## config.mk

```make
export PLATFORM = sky130hd
export DESIGN_NAME = cdb_arbiter
export DESIGN_NICKNAME = d
export VERILOG_FILES = /design/src/rtl/cdb_arbiter.sv
export SDC_FILE = /design/constraint.sdc
export NUM_CORES = 1
export LEC_CHECK = 0
export BUFFER_PORTS_ARGS = -buffer_cell sky130_fd_sc_hd__buf_2
export CORE_ASPECT_RATIO = 1.25
export CORE_UTILIZATION = 50
export DETAILED_ROUTE_END_ITERATION = 8
export GPL_ROUTABILITY_DRIVEN = 0
export PLACE_DENSITY = 0.79
export SETUP_SLACK_MARGIN = 0.02
export SKIP_LAST_GASP = 1
export SYNTH_ARGS = -nofsm -noshare
export SYNTH_HDL_FRONTEND = slang
export SYNTH_SLANG_ARGS = --single-unit
export TNS_END_PERCENT = 10
```

## constraint.sdc

```tcl
create_clock -name clk -period 3.3 [get_ports clk]
set_input_delay 0.165 -clock clk [delete_from_list [all_inputs] [get_ports clk]]
set_output_delay 0.165 -clock clk [all_outputs]
set_load 0.01 [all_outputs]
```

## src/rtl/cdb_arbiter.sv

```systemverilog
// Common data bus arbiter: merges ALU and LSB results onto one registered CDB.
// Each source has a result FIFO; round-robin grant with an empty-FIFO bypass.
module cdb_arbiter #(
  parameter int ROB_ID_W = 4,
  parameter int DATA_W   = 32,
  parameter int ADDR_W   = 32,
  parameter int DEPTH    = 4
) (
  input  logic                         clk,
  input  logic                         rst,
  input  logic                         rdy,
  input  logic                         mispredict,
  input  logic                         alu_valid,
  input  logic [ROB_ID_W-1:0]          alu_rob_id,
  input  logic [DATA_W-1:0]            alu_value,
  input  logic                         alu_jump,
  input  logic [ADDR_W-1:0]            alu_pc_next,
  output logic                         alu_ready,
  input  logic                         lsb_valid,
  input  logic [ROB_ID_W-1:0]          lsb_rob_id,
  input  logic [DATA_W-1:0]            lsb_value,
  output logic                         lsb_ready,
  output logic                         cdb_valid,
  output logic [ROB_ID_W-1:0]          cdb_rob_id,
  output logic [DATA_W-1:0]            cdb_value,
  output logic                         cdb_jump,
  output logic [ADDR_W-1:0]            cdb_pc_next,
  output logic                         cdb_src,
  output logic [$clog2(DEPTH+1)-1:0]   alu_count,
  output logic [$clog2(DEPTH+1)-1:0]   lsb_count
);

  localparam int CNT_W = $clog2(DEPTH+1);
  localparam int PTR_W = $clog2(DEPTH);
  localparam logic [CNT_W-1:0] FULL_CNT = CNT_W'(DEPTH);

  typedef enum logic {
    SRC_ALU = 1'b0,
    SRC_LSB = 1'b1
  } src_e;

  // FIFO storage
  logic [ROB_ID_W-1:0] alu_id_mem  [DEPTH];
  logic [DATA_W-1:0]   alu_val_mem [DEPTH];
  logic                alu_jmp_mem [DEPTH];
  logic [ADDR_W-1:0]   alu_pc_mem  [DEPTH];
  logic [ROB_ID_W-1:0] lsb_id_mem  [DEPTH];
  logic [DATA_W-1:0]   lsb_val_mem [DEPTH];

  logic [PTR_W-1:0] alu_wr_q, alu_wr_d, alu_rd_q, alu_rd_d;
  logic [PTR_W-1:0] lsb_wr_q, lsb_wr_d, lsb_rd_q, lsb_rd_d;
  logic [CNT_W-1:0] alu_cnt_q, alu_cnt_d, lsb_cnt_q, lsb_cnt_d;
  src_e             last_q, last_d;

  logic                cdb_valid_q, cdb_valid_d;
  logic [ROB_ID_W-1:0] cdb_id_q, cdb_id_d;
  logic [DATA_W-1:0]   cdb_val_q, cdb_val_d;
  logic                cdb_jump_q, cdb_jump_d;
  logic [ADDR_W-1:0]   cdb_pc_q, cdb_pc_d;
  src_e                cdb_src_q, cdb_src_d;

  logic flush;
  logic alu_hs, lsb_hs;
  logic alu_empty, lsb_empty;
  logic alu_req, lsb_req;
  logic grant_alu, grant_lsb;
  logic alu_push, alu_pop, lsb_push, lsb_pop;

  assign flush     = rdy && mispredict;
  assign alu_ready = rdy && (alu_cnt_q < FULL_CNT);
  assign lsb_ready = rdy && (lsb_cnt_q < FULL_CNT);
  assign alu_hs    = alu_valid && alu_ready;
  assign lsb_hs    = lsb_valid && lsb_ready;
  assign alu_empty = (alu_cnt_q == '0);
  assign lsb_empty = (lsb_cnt_q == '0);
  assign alu_req   = !alu_empty || alu_hs;
  assign lsb_req   = !lsb_empty || lsb_hs;

  always_comb begin
    grant_alu = 1'b0;
    grant_lsb = 1'b0;
    if (rdy && !mispredict) begin
      if (alu_req && lsb_req) begin
        if (last_q == SRC_ALU) grant_lsb = 1'b1;
        else                   grant_alu = 1'b1;
      end else begin
        grant_alu = alu_req;
        grant_lsb = lsb_req;
      end
    end
  end

  // An empty winner bypasses its FIFO, so its handshake is not a push.
  assign alu_pop  = grant_alu && !alu_empty;
  assign lsb_pop  = grant_lsb && !lsb_empty;
  assign alu_push = alu_hs && !flush && !(grant_alu && alu_empty);
  assign lsb_push = lsb_hs && !flush && !(grant_lsb && lsb_empty);

  always_comb begin
    alu_wr_d    = alu_wr_q;
    alu_rd_d    = alu_rd_q;
    alu_cnt_d   = alu_cnt_q;
    lsb_wr_d    = lsb_wr_q;
    lsb_rd_d    = lsb_rd_q;
    lsb_cnt_d   = lsb_cnt_q;
    last_d      = last_q;
    cdb_valid_d = cdb_valid_q;
    cdb_id_d    = cdb_id_q;
    cdb_val_d   = cdb_val_q;
    cdb_jump_d  = cdb_jump_q;
    cdb_pc_d    = cdb_pc_q;
    cdb_src_d   = cdb_src_q;
    if (flush) begin
      alu_wr_d    = '0;
      alu_rd_d    = '0;
      alu_cnt_d   = '0;
      lsb_wr_d    = '0;
      lsb_rd_d    = '0;
      lsb_cnt_d   = '0;
      last_d      = SRC_LSB;
      cdb_valid_d = 1'b0;
    end else if (rdy) begin
      if (alu_push) alu_wr_d = alu_wr_q + PTR_W'(1);
      if (alu_pop)  alu_rd_d = alu_rd_q + PTR_W'(1);
      if (lsb_push) lsb_wr_d = lsb_wr_q + PTR_W'(1);
      if (lsb_pop)  lsb_rd_d = lsb_rd_q + PTR_W'(1);
      if (alu_push && !alu_pop)      alu_cnt_d = alu_cnt_q + CNT_W'(1);
      else if (alu_pop && !alu_push) alu_cnt_d = alu_cnt_q - CNT_W'(1);
      if (lsb_push && !lsb_pop)      lsb_cnt_d = lsb_cnt_q + CNT_W'(1);
      else if (lsb_pop && !lsb_push) lsb_cnt_d = lsb_cnt_q - CNT_W'(1);
      cdb_valid_d = grant_alu || grant_lsb;
      if (grant_alu) begin
        last_d    = SRC_ALU;
        cdb_src_d = SRC_ALU;
        if (alu_empty) begin
          cdb_id_d   = alu_rob_id;
          cdb_val_d  = alu_value;
          cdb_jump_d = alu_jump;
          cdb_pc_d   = alu_pc_next;
        end else begin
          cdb_id_d   = alu_id_mem[alu_rd_q];
          cdb_val_d  = alu_val_mem[alu_rd_q];
          cdb_jump_d = alu_jmp_mem[alu_rd_q];
          cdb_pc_d   = alu_pc_mem[alu_rd_q];
        end
      end else if (grant_lsb) begin
        last_d     = SRC_LSB;
        cdb_src_d  = SRC_LSB;
        cdb_jump_d = 1'b0;
        cdb_pc_d   = '0;
        if (lsb_empty) begin
          cdb_id_d  = lsb_rob_id;
          cdb_val_d = lsb_value;
        end else begin
          cdb_id_d  = lsb_id_mem[lsb_rd_q];
          cdb_val_d = lsb_val_mem[lsb_rd_q];
        end
      end
    end
  end

  always_ff @(posedge clk or negedge rst) begin
    if (!rst) begin
      alu_wr_q    <= '0;
      alu_rd_q    <= '0;
      alu_cnt_q   <= '0;
      lsb_wr_q    <= '0;
      lsb_rd_q    <= '0;
      lsb_cnt_q   <= '0;
      last_q      <= SRC_LSB;
      cdb_valid_q <= 1'b0;
      cdb_id_q    <= '0;
      cdb_val_q   <= '0;
      cdb_jump_q  <= 1'b0;
      cdb_pc_q    <= '0;
      cdb_src_q   <= SRC_ALU;
    end else begin
      alu_wr_q    <= alu_wr_d;
      alu_rd_q    <= alu_rd_d;
      alu_cnt_q   <= alu_cnt_d;
      lsb_wr_q    <= lsb_wr_d;
      lsb_rd_q    <= lsb_rd_d;
      lsb_cnt_q   <= lsb_cnt_d;
      last_q      <= last_d;
      cdb_valid_q <= cdb_valid_d;
      cdb_id_q    <= cdb_id_d;
      cdb_val_q   <= cdb_val_d;
      cdb_jump_q  <= cdb_jump_d;
      cdb_pc_q    <= cdb_pc_d;
      cdb_src_q   <= cdb_src_d;
    end
  end

  // Storage needs no reset: entries are only read below a non-zero count.
  always_ff @(posedge clk) begin
    if (alu_push) begin
      alu_id_mem[alu_wr_q]  <= alu_rob_id;
      alu_val_mem[alu_wr_q] <= alu_value;
      alu_jmp_mem[alu_wr_q] <= alu_jump;
      alu_pc_mem[alu_wr_q]  <= alu_pc_next;
    end
    if (lsb_push) begin
      lsb_id_mem[lsb_wr_q]  <= lsb_rob_id;
      lsb_val_mem[lsb_wr_q] <= lsb_value;
    end
  end

  assign cdb_valid   = cdb_valid_q;
  assign cdb_rob_id  = cdb_id_q;
  assign cdb_value   = cdb_val_q;
  assign cdb_jump    = cdb_jump_q;
  assign cdb_pc_next = cdb_pc_q;
  assign cdb_src     = cdb_src_q;
  assign alu_count   = alu_cnt_q;
  assign lsb_count   = lsb_cnt_q;

endmodule

```

## After elaboration in Yosys (flattened, before gate mapping)

Memories as Yosys holds them, arrays and structs flattened.
Cells that the tools add are included.

| word-level totals | value |
|---|---|
| memories | 6 |
| flip-flop bits (word level) | 86 |
| bits in writable memories | 420 |
| input port bits | 111 |
| word-level logic and storage cells | 131 |
| output and inout bits | 79 |

Memories:

| name | words | bits a word | read ports | clocked after Yosys merged registers in | wr ports | line | source |
|---|---|---|---|---|---|---|---|
| alu_pc_mem | 4 | 32 | 1 | 0 | 1 | 46 | `logic [ADDR_W-1:0] alu_pc_mem [DEPTH];` |
| alu_val_mem | 4 | 32 | 1 | 0 | 1 | 44 | `logic [DATA_W-1:0] alu_val_mem [DEPTH];` |
| lsb_val_mem | 4 | 32 | 1 | 0 | 1 | 48 | `logic [DATA_W-1:0] lsb_val_mem [DEPTH];` |
| alu_id_mem | 4 | 4 | 1 | 0 | 1 | 43 | `logic [ROB_ID_W-1:0] alu_id_mem [DEPTH];` |
| lsb_id_mem | 4 | 4 | 1 | 0 | 1 | 47 | `logic [ROB_ID_W-1:0] lsb_id_mem [DEPTH];` |
| alu_jmp_mem | 4 | 1 | 1 | 0 | 1 | 45 | `logic alu_jmp_mem [DEPTH];` |

| cells by class | value |
|---|---|
| order comparisons | 2 |
| add/sub/neg operators | 8 |
| muxes and demuxes | 50 |
| bitwise operators | 1 |
| reduce and logical (&&, ||, !) cells | 51 |

Operators by type and width:

| kind | count |
|---|---|
| two-way mux 32 bit | 7 |
| two-way mux 2 bit | 12 |
| two-way mux 3 bit | 8 |
| logical AND 1 bit | 19 |
| two-way mux 1 bit | 19 |
| two-way mux 4 bit | 4 |
| AND reduction 2 bit | 7 |
| nonzero test 2 bit | 6 |
| logical NOT 1 bit | 10 |
| nonzero test 3 bit | 3 |
| adder 2 x 1 -> 2 bit (second input constant) | 4 |
| adder 3 x 1 -> 3 bit (second input constant) | 2 |
| logical NOT 3 bit | 2 |
| < comparator 3 bit (second input constant) | 2 |
| subtractor 3 x 1 -> 3 bit (second input constant) | 2 |
| logical OR 1 bit | 3 |
| AND reduction 3 bit | 1 |
| NOT 1 bit | 1 |

## Longest topological paths before layout

Gate-level depths: netlist (run 1).

| logic depth | value |
|---|---|
| word-level depth | 16 |
| mapped depth | 8 |
| mapped depth without buffers | 6 |

## Least setup slack after synthesis (run 1)

No wires, ideal clock.

| path | value |
|---|---|
| path type | reg2reg |
| start | register lsb_cnt_q[2], in the netlist lsb_count[2] |
| end | memory alu_id_mem[2][0], enable pin |
| path buffers | 1 |
| cell stages (with the launch flop) | 6 |
| library setup time | 0.435 ns |
| data required time | 2.865 ns |
| arrival | 2.916 ns |
| clock period less this slack | 3.350 ns |
| slack | -0.050 ns |
| cells stage by stage | dfrtp_1 > buf_4 > a2111oi_4 > or2_2 > a211oi_1 > and2_1 |

| on the way | value |
|---|---|
| cells in the longest elaborated chain, start to end | 12 |
| elaborated cells on any way between the ends | 14 |
| classes of those cells | order compare (1); mux (4); reduce/logical (9) |

RTL lines:

| item | line | source |
|---|---|---|
| from (decl) | 52 | `logic [CNT_W-1:0] alu_cnt_q, alu_cnt_d, lsb_cnt_q, lsb_cnt_d;` |
| from (signal assigned) | 183 | `lsb_cnt_q <= lsb_cnt_d;` |
| < comparator 3 bit | 71 | `assign lsb_ready = rdy && (lsb_cnt_q < FULL_CNT);` |
| logical AND 1 bit | 71 |  |
| logical AND 1 bit | 73 | `assign lsb_hs = lsb_valid && lsb_ready;` |
| logical OR 1 bit (*) | 77 | `assign lsb_req = !lsb_empty \|\| lsb_hs;` |
| logical AND 1 bit (*) | 83 | `if (alu_req && lsb_req) begin` |
| two-way mux 1 bit (*) | 83 |  |
| two-way mux 1 bit (*) | 82 | `if (rdy && !mispredict) begin` |
| logical AND 1 bit (*) | 96 | `assign alu_push = alu_hs && !flush && !(grant_alu && alu_empty);` |
| logical NOT 1 bit (*) | 96 |  |
| logical AND 1 bit (*) | 96 |  |
| two-way mux 1 bit (*) | 196 | `if (alu_push) begin` |
| two-way mux 1 bit (not written as such) (*) | 197 | `alu_id_mem[alu_wr_q] <= alu_rob_id;` |
| to (decl) | 43 |  |

Mark *: on every way between the ends. The rest lies on a longest branch, timed or not.

## Final worst setup path (run 1)

| path | value |
|---|---|
| start | register lsb_cnt_q[2], in the netlist lsb_count[2] |
| end | memory alu_pc_mem[0][16], enable pin |

| on the way | value |
|---|---|
| cells in the longest elaborated chain, start to end | 12 |
| elaborated cells on any way between the ends | 14 |
| classes of those cells | order compare (1); mux (4); reduce/logical (9) |

RTL lines:

| item | line | source |
|---|---|---|
| < comparator 3 bit | 71 |  |
| logical AND 1 bit | 71 |  |
| logical AND 1 bit | 73 |  |
| logical OR 1 bit (*) | 77 |  |
| logical AND 1 bit (*) | 83 |  |
| two-way mux 1 bit (*) | 83 |  |
| two-way mux 1 bit (*) | 82 |  |
| logical AND 1 bit (*) | 96 |  |
| logical NOT 1 bit (*) | 96 |  |
| logical AND 1 bit (*) | 96 |  |
| two-way mux 1 bit (*) | 196 |  |
| two-way mux 1 bit (not written as such) (*) | 200 | `alu_pc_mem[alu_wr_q] <= alu_pc_next;` |
| to (decl) | 46 |  |

Marked as above.

==> metrics.cfg, run 1 <==
[drt]
drc=0
wirelength_um=46500
final_antenna_net_count=0
drt_first_pass_iters=5
post_drt_wl_per_cell_um=23.1
drt_iter0_markers=1158
via_per_inst=5.87
via_count=11800

[cells_and_area]
drive_gt1_frac=0.283
fin_nets=1548
area_growth_syn_to_layout_pct=21.5
postLayoutCellArea_mm2=0.0247

[logic_synthesis]
synthTopCellsByArea=edfxtp_1 62%, mux4_2 12%, dfrtp_1 10%
synth_cell_type_count=55
synthesis.area_mm2=0.0203
seq_area_frac_synth=0.727
synth_top_area_frac=0.621
yosysTopAreaCell=edfxtp_1
ys_top_cells_by_count=420 x edfxtp_1, 105 x mux4_2, 85 x dfrtp_1, 63 x a211oi_1, 44 x nor2_1
synth_edf_count=420
yosysMostFrequentCell=edfxtp_1
ys_ff_latch=506
avgSynthCellArea_um2=18.1
syn_inst=1122
yosys_warnings=0
syn_nets=1243
async_flop_share=0.170
synth_ff_type=edfxtp_1

[timing]
fin_crit_sh=0.852
rsz0062_at_grt=no
slew_viol_final=0
clock_skew_ps=25.0
worst_pin_slew_ps=1100
period_needed_ps=2810
relSlewSlack=0.264
setup_viol=0
fmax_ghz=0.356
fin_ws_ps=489
final_hold_viol_count=0

[worst_setup_path]
path_max_fanout=25
r2r_end=alu_pc_mem[0][16]
r2r-start=lsb_count[2]
regToRegSetupSlack_ps=490
arrival_ps=3060
end_kind=register
path_class=register to register
startpoint=lsb_count[2]
endpoint=alu_pc_mem[0][16]
rr_worst_depth=5
worstSetupStartpointType=register
cp.required_ps=3550

[pwr]
combPwrFrac=0.259
powerDensity_mw_per_mm2=758
p_leak_nw=8.57
p_clk_frac=0.291
p_int_mw=13.1
vdd_drop_max_v=0.000526
p_sw_mw=5.63
p_sw_frac=0.301
seqPwrFrac=0.449

[clock_network]
cts-htree-levels=2
postCtsResizedCells=0
clk_pin_slew_ps=70
numCtsBuffers=47
cts.sinks=506
post-cts-setup-buffers=0
cts-root-buf=clkbuf_16
cts_buffer_depth=3
cts_tree=yes
hold_buffers=107
insertion_delay_ps=570

[floorplan]
initial_core_util=0.506
die_w_um=182
core_area_mm2=0.0401
num_rows=82
ios=190
die_area_mm2=0.0414
dieHeight_um=227

[hold_path]
holdPathStages=2
hold_path_class=input port to register

[place]
place_hpwl_um=28500
post-place-ws_ps=534
port_buffers=189
placed_area_mm2=0.0220

[grt]
gr-usage-all-layers=0.229
grt_pass1_wl_um=71500
grt_max_degree=73
antenna_found_initial=5
grt_overflow_total=0
grt_pass1_vias=12300

[run]
max-cap-violations=0

[outcome]
status=finished, final reports clean

-- cell usage in the layout, fill, tap and decap left out, types with 35 or more instances in the layout --
cell type        n
mux4_2         105
clkbuf_16       48
nor2b_1         38
and2_1          35
dlygate4sd3_1  107
nor2_1          44
dfrtp_1         82
a211oi_1        63
inv_1           43
edfxtp_1       420
a221o_1         36
buf_2          188
a21oi_1         35
nor3_1          39
-- per-layer routing --
metal / track usage / routed length (µm)
met5: 0 / 23
met4: 0.0865 / 1380
met3: 0.0350 / 2880
met2: 0.391 / 23600
met1: 0.300 / 18700
-- registers in the layout, summed over array words and instances, names as in the netlist --
signal,count
alu_count,3
alu_id_mem,16
alu_jmp_mem,4
alu_pc_mem,128
alu_rd_q,2
alu_val_mem,128
alu_wr_q,2
cdb_jump,1
cdb_pc_next,32
cdb_rob_id,4
cdb_src,1
cdb_valid,1
cdb_value,32
last_q,1
lsb_count,3
lsb_id_mem,16
lsb_rd_q,2
lsb_val_mem,128
lsb_wr_q,2
-- how the worst min path moves through the flow --
stage	startpoint	to
after floorplan	rst	alu_count[0]
after global placement	rst	cdb_pc_next[2]
after detailed placement	rst	cdb_pc_next[31]
after CTS	rdy	alu_wr_q[0]
after global routing	rdy	alu_wr_q[0]
final	rdy	alu_wr_q[0]
-- power by group through the flow --
stage                     registers [mW]  clock network (mW)  logic [mW]
after floorplan                     8.31                   0        3.20
after global placement              8.52                   0        4.58
after detailed placement            8.53                   0        4.70
after CTS                           8.42                5.51        4.85
after global routing                8.50                5.74        5.23
final                               8.41                5.45        4.85
-- through the flow --
step	TNS [ps]	util	hold slack (ps)	instances	power (mW)
2_1_floorplan	-6840	-	-131	1122	11.5
3_3_place_gp	0	0.549	380	1817	13.1
3_5_place_dp	0	0.549	389	1817	13.2
4_1_cts	0	0.615	72.9	2012	18.8
5_1_grt	0	0.615	107	2015	19.5
6_report	0	0.615	105	2015	18.7
-- critical path, stage by stage (launching register included) --
cell and delay [ps]:
dfrtp_1 580, a2111oi_4 150, or2_2 360, a211oi_1 560, and2_4 530, buf_4 310
-- layout make-up --
cell class              count  area [µm²]
diodes                      3        7.51
clock buffers              65        1330
clock inverters            23         238
fillers                  2805       15400
inverters                  43         161
multi-input cells         500        5050
flip-flops and latches    506       14800
well taps                 546         683
repair buffers            329        2430
-- kinds of logic (layout without fill, tap and decap cells) --
family	Yosys count	count (layout)	share of synthesized area
flip-flops	506	506	0.727
AO/OA/AOI/OAI	187	187	0.0712
XOR/XNOR	1	1	0.000431
adder cells (fa/ha/maj)	10	10	0.00690
AND/OR/NAND/NOR	197	197	0.0525
other	0	3	0
multiplexers	105	105	0.116
buffers and inverters	116	460	0.0254
Power figures use the tool's default switching activity.
==> run 2, diff against run 1 <==
Settings changed: PLACE_DENSITY 0.79 to 0.72.
==> run 2 against run 1 <==
Register-to-register slack improved by 170 ps. Non-clock buffer count unchanged. Sequential power decreased by 2%. Fmax increased by 6.3%. Final cell count unchanged. Die area unchanged. Largest cell class unchanged. Largest power group unchanged. Highest routed layer unchanged.
==> metrics.cfg, run 2 (synthesized netlist as in run 1, its figures left out) <==
[outcome]
status=finished, final reports clean

[timing]
setup_viol=0
clock_skew_ps=19.9
fmax_ghz=0.378
rsz0062_at_grt=no
relSlewSlack=0.467
period_needed_ps=2640
final_hold_viol_count=0
worst_pin_slew_ps=779
fin_crit_sh=0.801
slew_viol_final=0

[clock_network]
post-cts-setup-buffers=0
cts-root-buf=clkbuf_16
insertion_delay_ps=570
cts_tree=yes
postCtsResizedCells=0
cts_buffer_depth=3
cts-htree-levels=2
cts.sinks=506
numCtsBuffers=47
clk_pin_slew_ps=70

[drt]
wirelength_um=45600
drt_iter0_markers=974
post_drt_wl_per_cell_um=22.6
final_antenna_net_count=0
via_per_inst=5.79
via_count=11700
drt_first_pass_iters=5
drc=0

[grt]
grt_pass1_vias=11900
grt_pass1_wl_um=69900
gr-usage-all-layers=0.224
use_met1=0.300
grt_overflow_total=0
grt_max_degree=70
met3_usage=0.0326
top_usage_layer=met2
use_met2=0.378
antenna_found_initial=4

[cells_and_area]
finish.utilization=0.617
mostFrequentLayoutCells=420 x edfxtp_1, 188 x buf_2, 107 x dlygate4sd3_1, 105 x mux4_2, 82 x dfrtp_1
final_common_cell=edfxtp_1
fill_cells=2882
reg_top3=alu_pc_mem: 128 flops, alu_val_mem: 128 flops, lsb_val_mem: 128 flops
drive_gt1_frac=0.288
fin_nets=1548
multiInputGateArea_mm2=0.00506
seqCellArea_mm2=0.0148
area_growth_syn_to_layout_pct=22.0

[worst_setup_path]
path_max_fanout=26
worstSetupStartpointType=register
path_class=register to register
end_kind=register
cp.required_ps=3560
arrival_ps=2900

[run]
max-cap-violations=0

[floorplan]
initial_core_util=0.506
die_area_mm2=0.0414
core_area_mm2=0.0401
num_rows=82
die_w_um=182
dieHeight_um=227
ios=190

[pwr]
total_power_mw=18.8
vdd_drop_max_v=0.000545
powerDensity_mw_per_mm2=760
p_leak_nw=8.61

[place]
place_hpwl_um=27700
port_buffers=189

[hold_path]
hold_path_class=input port to register

[run 2: changes by cell type in the layout (fill, tap and decap cells not counted), moves of 3 or more]
| cell | delta |
|---|---|
| and2_1 | -4 |
| and2_2 | +4 |
| buf_12 | +4 |
| buf_4 | -4 |
| clkbuf_1 | -3 |
| clkinv_2 | +3 |
[run 2: final timing paths]
| path | startpoint | end | slack (ps) | cells past startpoint |
|---|---|---|---|---|
| max reg2reg | lsb_count[2] | alu_val_mem[3][6] | 660 | 5 |
| max in group asynchronous | rst | cdb_pc_next[21] | 2390 | 3 |
| max | lsb_count[2] | alu_val_mem[3][6] | 660 | 5 |
| min | rdy | alu_count[2] | 90 | 2 |
| min reg2reg | cdb_pc_next[2] | cdb_pc_next[2] | 520 | 1 |
| min in group asynchronous | rst | alu_count[0] | 200 | 2 |
[run 2: per-stage QoR]
step / instances / TNS [ps] / hold WS, ps / instance area [µm²] / setup WS (ps)
global placement: 1817 / 0 / 229 / 22100 / 713
finish: 2015 / 0 / 88.3 / 24800 / 657
CTS: 2012 / 0 / 60.9 / 24800 / 656
global route: 2015 / 0 / 107 / 24800 / 513
detailed placement: 1817 / 0 / 231 / 22100 / 683
floorplan: 1122 / -6840 / -131 / 20300 / -49.5
[run 2: report_power, final]
part           switching (mW)  internal [mW]  total (mW)
sequential              0.562           7.66        8.22
combinational            2.71           2.31        5.01
clock                    2.32           3.26        5.58
[run 2: layout make-up]
cell class / count / area share
timing repair buffer: 329 / 0.100
sequential: 506 / 0.596
clock inverter: 27 / 0.0123
clock buffer: 61 / 0.0525
antenna: 3 / 0.000303
inverter: 43 / 0.00652
multi-input combinational: 500 / 0.204
tap: 546 / 0.0276
[run 2: metal layers]
metal	wire, µm	up-vias
met2	23100	409
met5	13	-
met1	18900	6038
met3	2390	92
met4	1260	2
li1	-	5133
[run 2: what timing repair did]
item / in CTS / in global routing
hold buffers: 107 / 0
setup endpoints to repair: 0 / 0
hold endpoints to repair: 516 / 0
[run 2: worst max-delay path: stages (launching register included)]
cell       delay (ps)
dfrtp_1           580
a2111oi_4         150
or2_2             360
a211oi_1          480
and2_4            500
buf_12            260
==> run 3, diff against run 2 <==
Settings changed: ABC_AREA from default to 1.
Clock period 3.3 ns to 2.1 ns, I/O delays scaled along.
==> run 3 against run 2 <==
Fmax up 24%. Sequential share of layout area down 2.0 points. Register-to-register slack worse by 690 ps. Clock power rose by 67%. The run now ends with setup timing left. Die area grew 0.85%. Largest cell class unchanged. Cell area increased by 3.4%. Combinational power grew 140%. Critical path depth is 5 higher. Worst setup slack worse by 690 ps. Total power grew 82%.
==> metrics.cfg, run 3 <==
[floorplan]
die_area_mm2=0.0418
initial_core_util=0.509
core_area_mm2=0.0402
num_rows=82
die_w_um=183
dieHeight_um=228
ios=190

[worst_setup_path]
path_max_fanout=12
path_class=register to register
slowest_delay_ps=430
cpLargestDelayFamily=simple AND/OR/NAND/NOR gates
crit_buf_inv=4
arrival_ps=2410
end_kind=register
critPathMostFrequentCell=buf_4
crit_chain=nand3b_1 -> buf_4 -> nand2_4 -> a21oi_4 -> nand2_2 -> nand2_1 -> buf_4 -> nor2_4 -> buf_4 -> buf_12
worstSetupStartpointType=register
cp.required_ps=2380
worst_path_max_delay_cell=dfrtp_2

[run]
max-cap-violations=0

[pwr]
seqPwrFrac=0.382
p_clk_frac=0.273
vdd_drop_max_v=0.000887
p_int_mw=22.3
total_power_mw=34.2
p_sw_mw=11.9
combPwrFrac=0.346
powerDensity_mw_per_mm2=1340
p_sw_frac=0.348
p_leak_nw=9.73

[drt]
final_antenna_net_count=0
post_drt_wl_per_cell_um=19.2
drc=0
drt_first_pass_iters=5
via_per_inst=5.51
wirelength_um=50500
via_count=14500
drt_iter0_markers=1442

[timing]
setup_viol=25
tns_ps=-611
whs_ps=75.1
final_hold_viol_count=0
fin_ws_ps=-33.0
rsz0062_at_grt=yes
slew_viol_final=0
period_needed_ps=2130
worst_pin_slew_ps=493
fmax_ghz=0.469
fin_crit_sh=1.02
clock_skew_ps=13.1
relSlewSlack=0.671

[cells_and_area]
drive_gt1_frac=0.194
area_growth_syn_to_layout_pct=25.1
reg_top3=alu_pc_mem: 128 flops, alu_val_mem: 128 flops, lsb_val_mem: 128 flops
finish.utilization=0.637
fin_nets=2164
postLayoutCellArea_mm2=0.0256
mostFrequentLayoutCells=420 x edfxtp_1, 400 x nand2_1, 204 x nor2_1, 188 x buf_2, 134 x o21ai_0
finalNonFillerCells=2629
final_common_cell=edfxtp_1

[logic_synthesis]
synth_edf_count=420
ys_ff_latch=506
synthesis.area_mm2=0.0205
async_flop_share=0.170
yosysTopAreaCell=edfxtp_1
avgSynthCellArea_um2=12.0
synth_ff_type=edfxtp_1
synth_top_area_frac=0.616
yosys_warnings=0
syn_inst=1713
yosysMostFrequentCell=edfxtp_1
ys_top_cells_by_count=420 x edfxtp_1, 407 x nand2_1, 214 x nor2_1, 134 x o21ai_0, 85 x dfrtp_1
seq_area_frac_synth=0.721
synth_cell_type_count=32
syn_nets=1834
synthTopCellsByArea=edfxtp_1 62%, dfrtp_1 10%, nand2_1 7.5%

[grt]
grt_pass1_vias=14400
gr-usage-all-layers=0.244
grt_overflow_total=0
grt_pass1_wl_um=78900
antenna_found_initial=4
grt_max_degree=61

[place]
place_hpwl_um=30600
placed_area_mm2=0.0226
dp.cells=2417
port_buffers=189
post-place-ws_ps=-143

[clock_network]
insertion_delay_ps=560
cts_tree=yes
cts.sinks=506
numCtsBuffers=48
cts-htree-levels=2
clk_pin_slew_ps=60
cts-root-buf=clkbuf_16
cts_buffer_depth=3

[hold_path]
hold_path_class=input port to asynchronous set/reset pin

[outcome]
status=complete, but fails checks
failed_checks=setup timing

## run 3: worst paths after layout
path	start	to	slack, ps	cells after the start
min in group clk	lsb_valid	lsb_wr_q[1]	170	6
max in group asynchronous	rst	last_q	1280	3
max reg2reg	alu_count[2]	lsb_val_mem[2][5]	-30	10
min	rst	cdb_value[17]	80	2
min reg2reg	cdb_value[1]	cdb_value[1]	470	2
max	alu_count[2]	lsb_val_mem[2][5]	-30	10
## run 3: power by group through the flow
stage | clock (mW) | combinational, mW | sequential (mW)
2_1_floorplan | 0 | 6.86 | 13.4
3_3_place_gp | 0 | 11.0 | 13.2
3_5_place_dp | 0 | 11.3 | 13.3
4_1_cts | 9.45 | 11.7 | 13.1
5_1_grt | 9.83 | 13.0 | 13.2
6_report | 9.33 | 11.8 | 13.1
## run 3: repair_timing
item / 4_1_cts / 5_1_grt
endpoints found under the setup margin: 8 / 398
hold endpoints to repair: 574 / 0
hold buffers: 108 / 0
pin swaps: 8 / 8
resized for setup: 9 / 13
cloned: 0 / 2
buffers inserted: 5 / 7
## run 3: cell families (layout without fill, tap and decap cells)
| kind of cell | Yosys count | count (layout) | synth area share |
|---|---|---|---|
| fa+ha+maj | 10 | 10 | 0.00684 |
| compound gates | 367 | 367 | 0.112 |
| xor+xnor | 2 | 2 | 0.000855 |
| other cells | 0 | 2 | 0 |
| simple gates | 682 | 682 | 0.130 |
| buf+inv | 146 | 514 | 0.0293 |
| flops | 506 | 506 | 0.721 |
## run 3: per-layer routing
layer / track usage / vias up / wire [µm]
met5: 0 / - / 23
met3: 0.0340 / 85 / 2950
met2: 0.416 / 505 / 25300
li1: - / 6777 / -
met4: 0.0690 / 4 / 1110
met1: 0.325 / 7109 / 21100
## run 3: area by class of cell
cell class,instances,area (µm²)
multi-input cells,1061,5280
diodes,2,5.00
clock buffers,65,1370
fillers,3043,14600
clock inverters,23,349
repair buffers,388,3020
inverters,38,146
flip-flops and latches,506,14800
well taps,546,683
## run 3: worst reg2reg max path: stages, from the launching register on
cell,delay [ps]
dfrtp_2,430
nand3b_1,230
buf_4,190
nand2_4,80
a21oi_4,70
nand2_2,100
nand2_1,130
buf_4,190
nor2_4,140
buf_4,150
buf_12,130
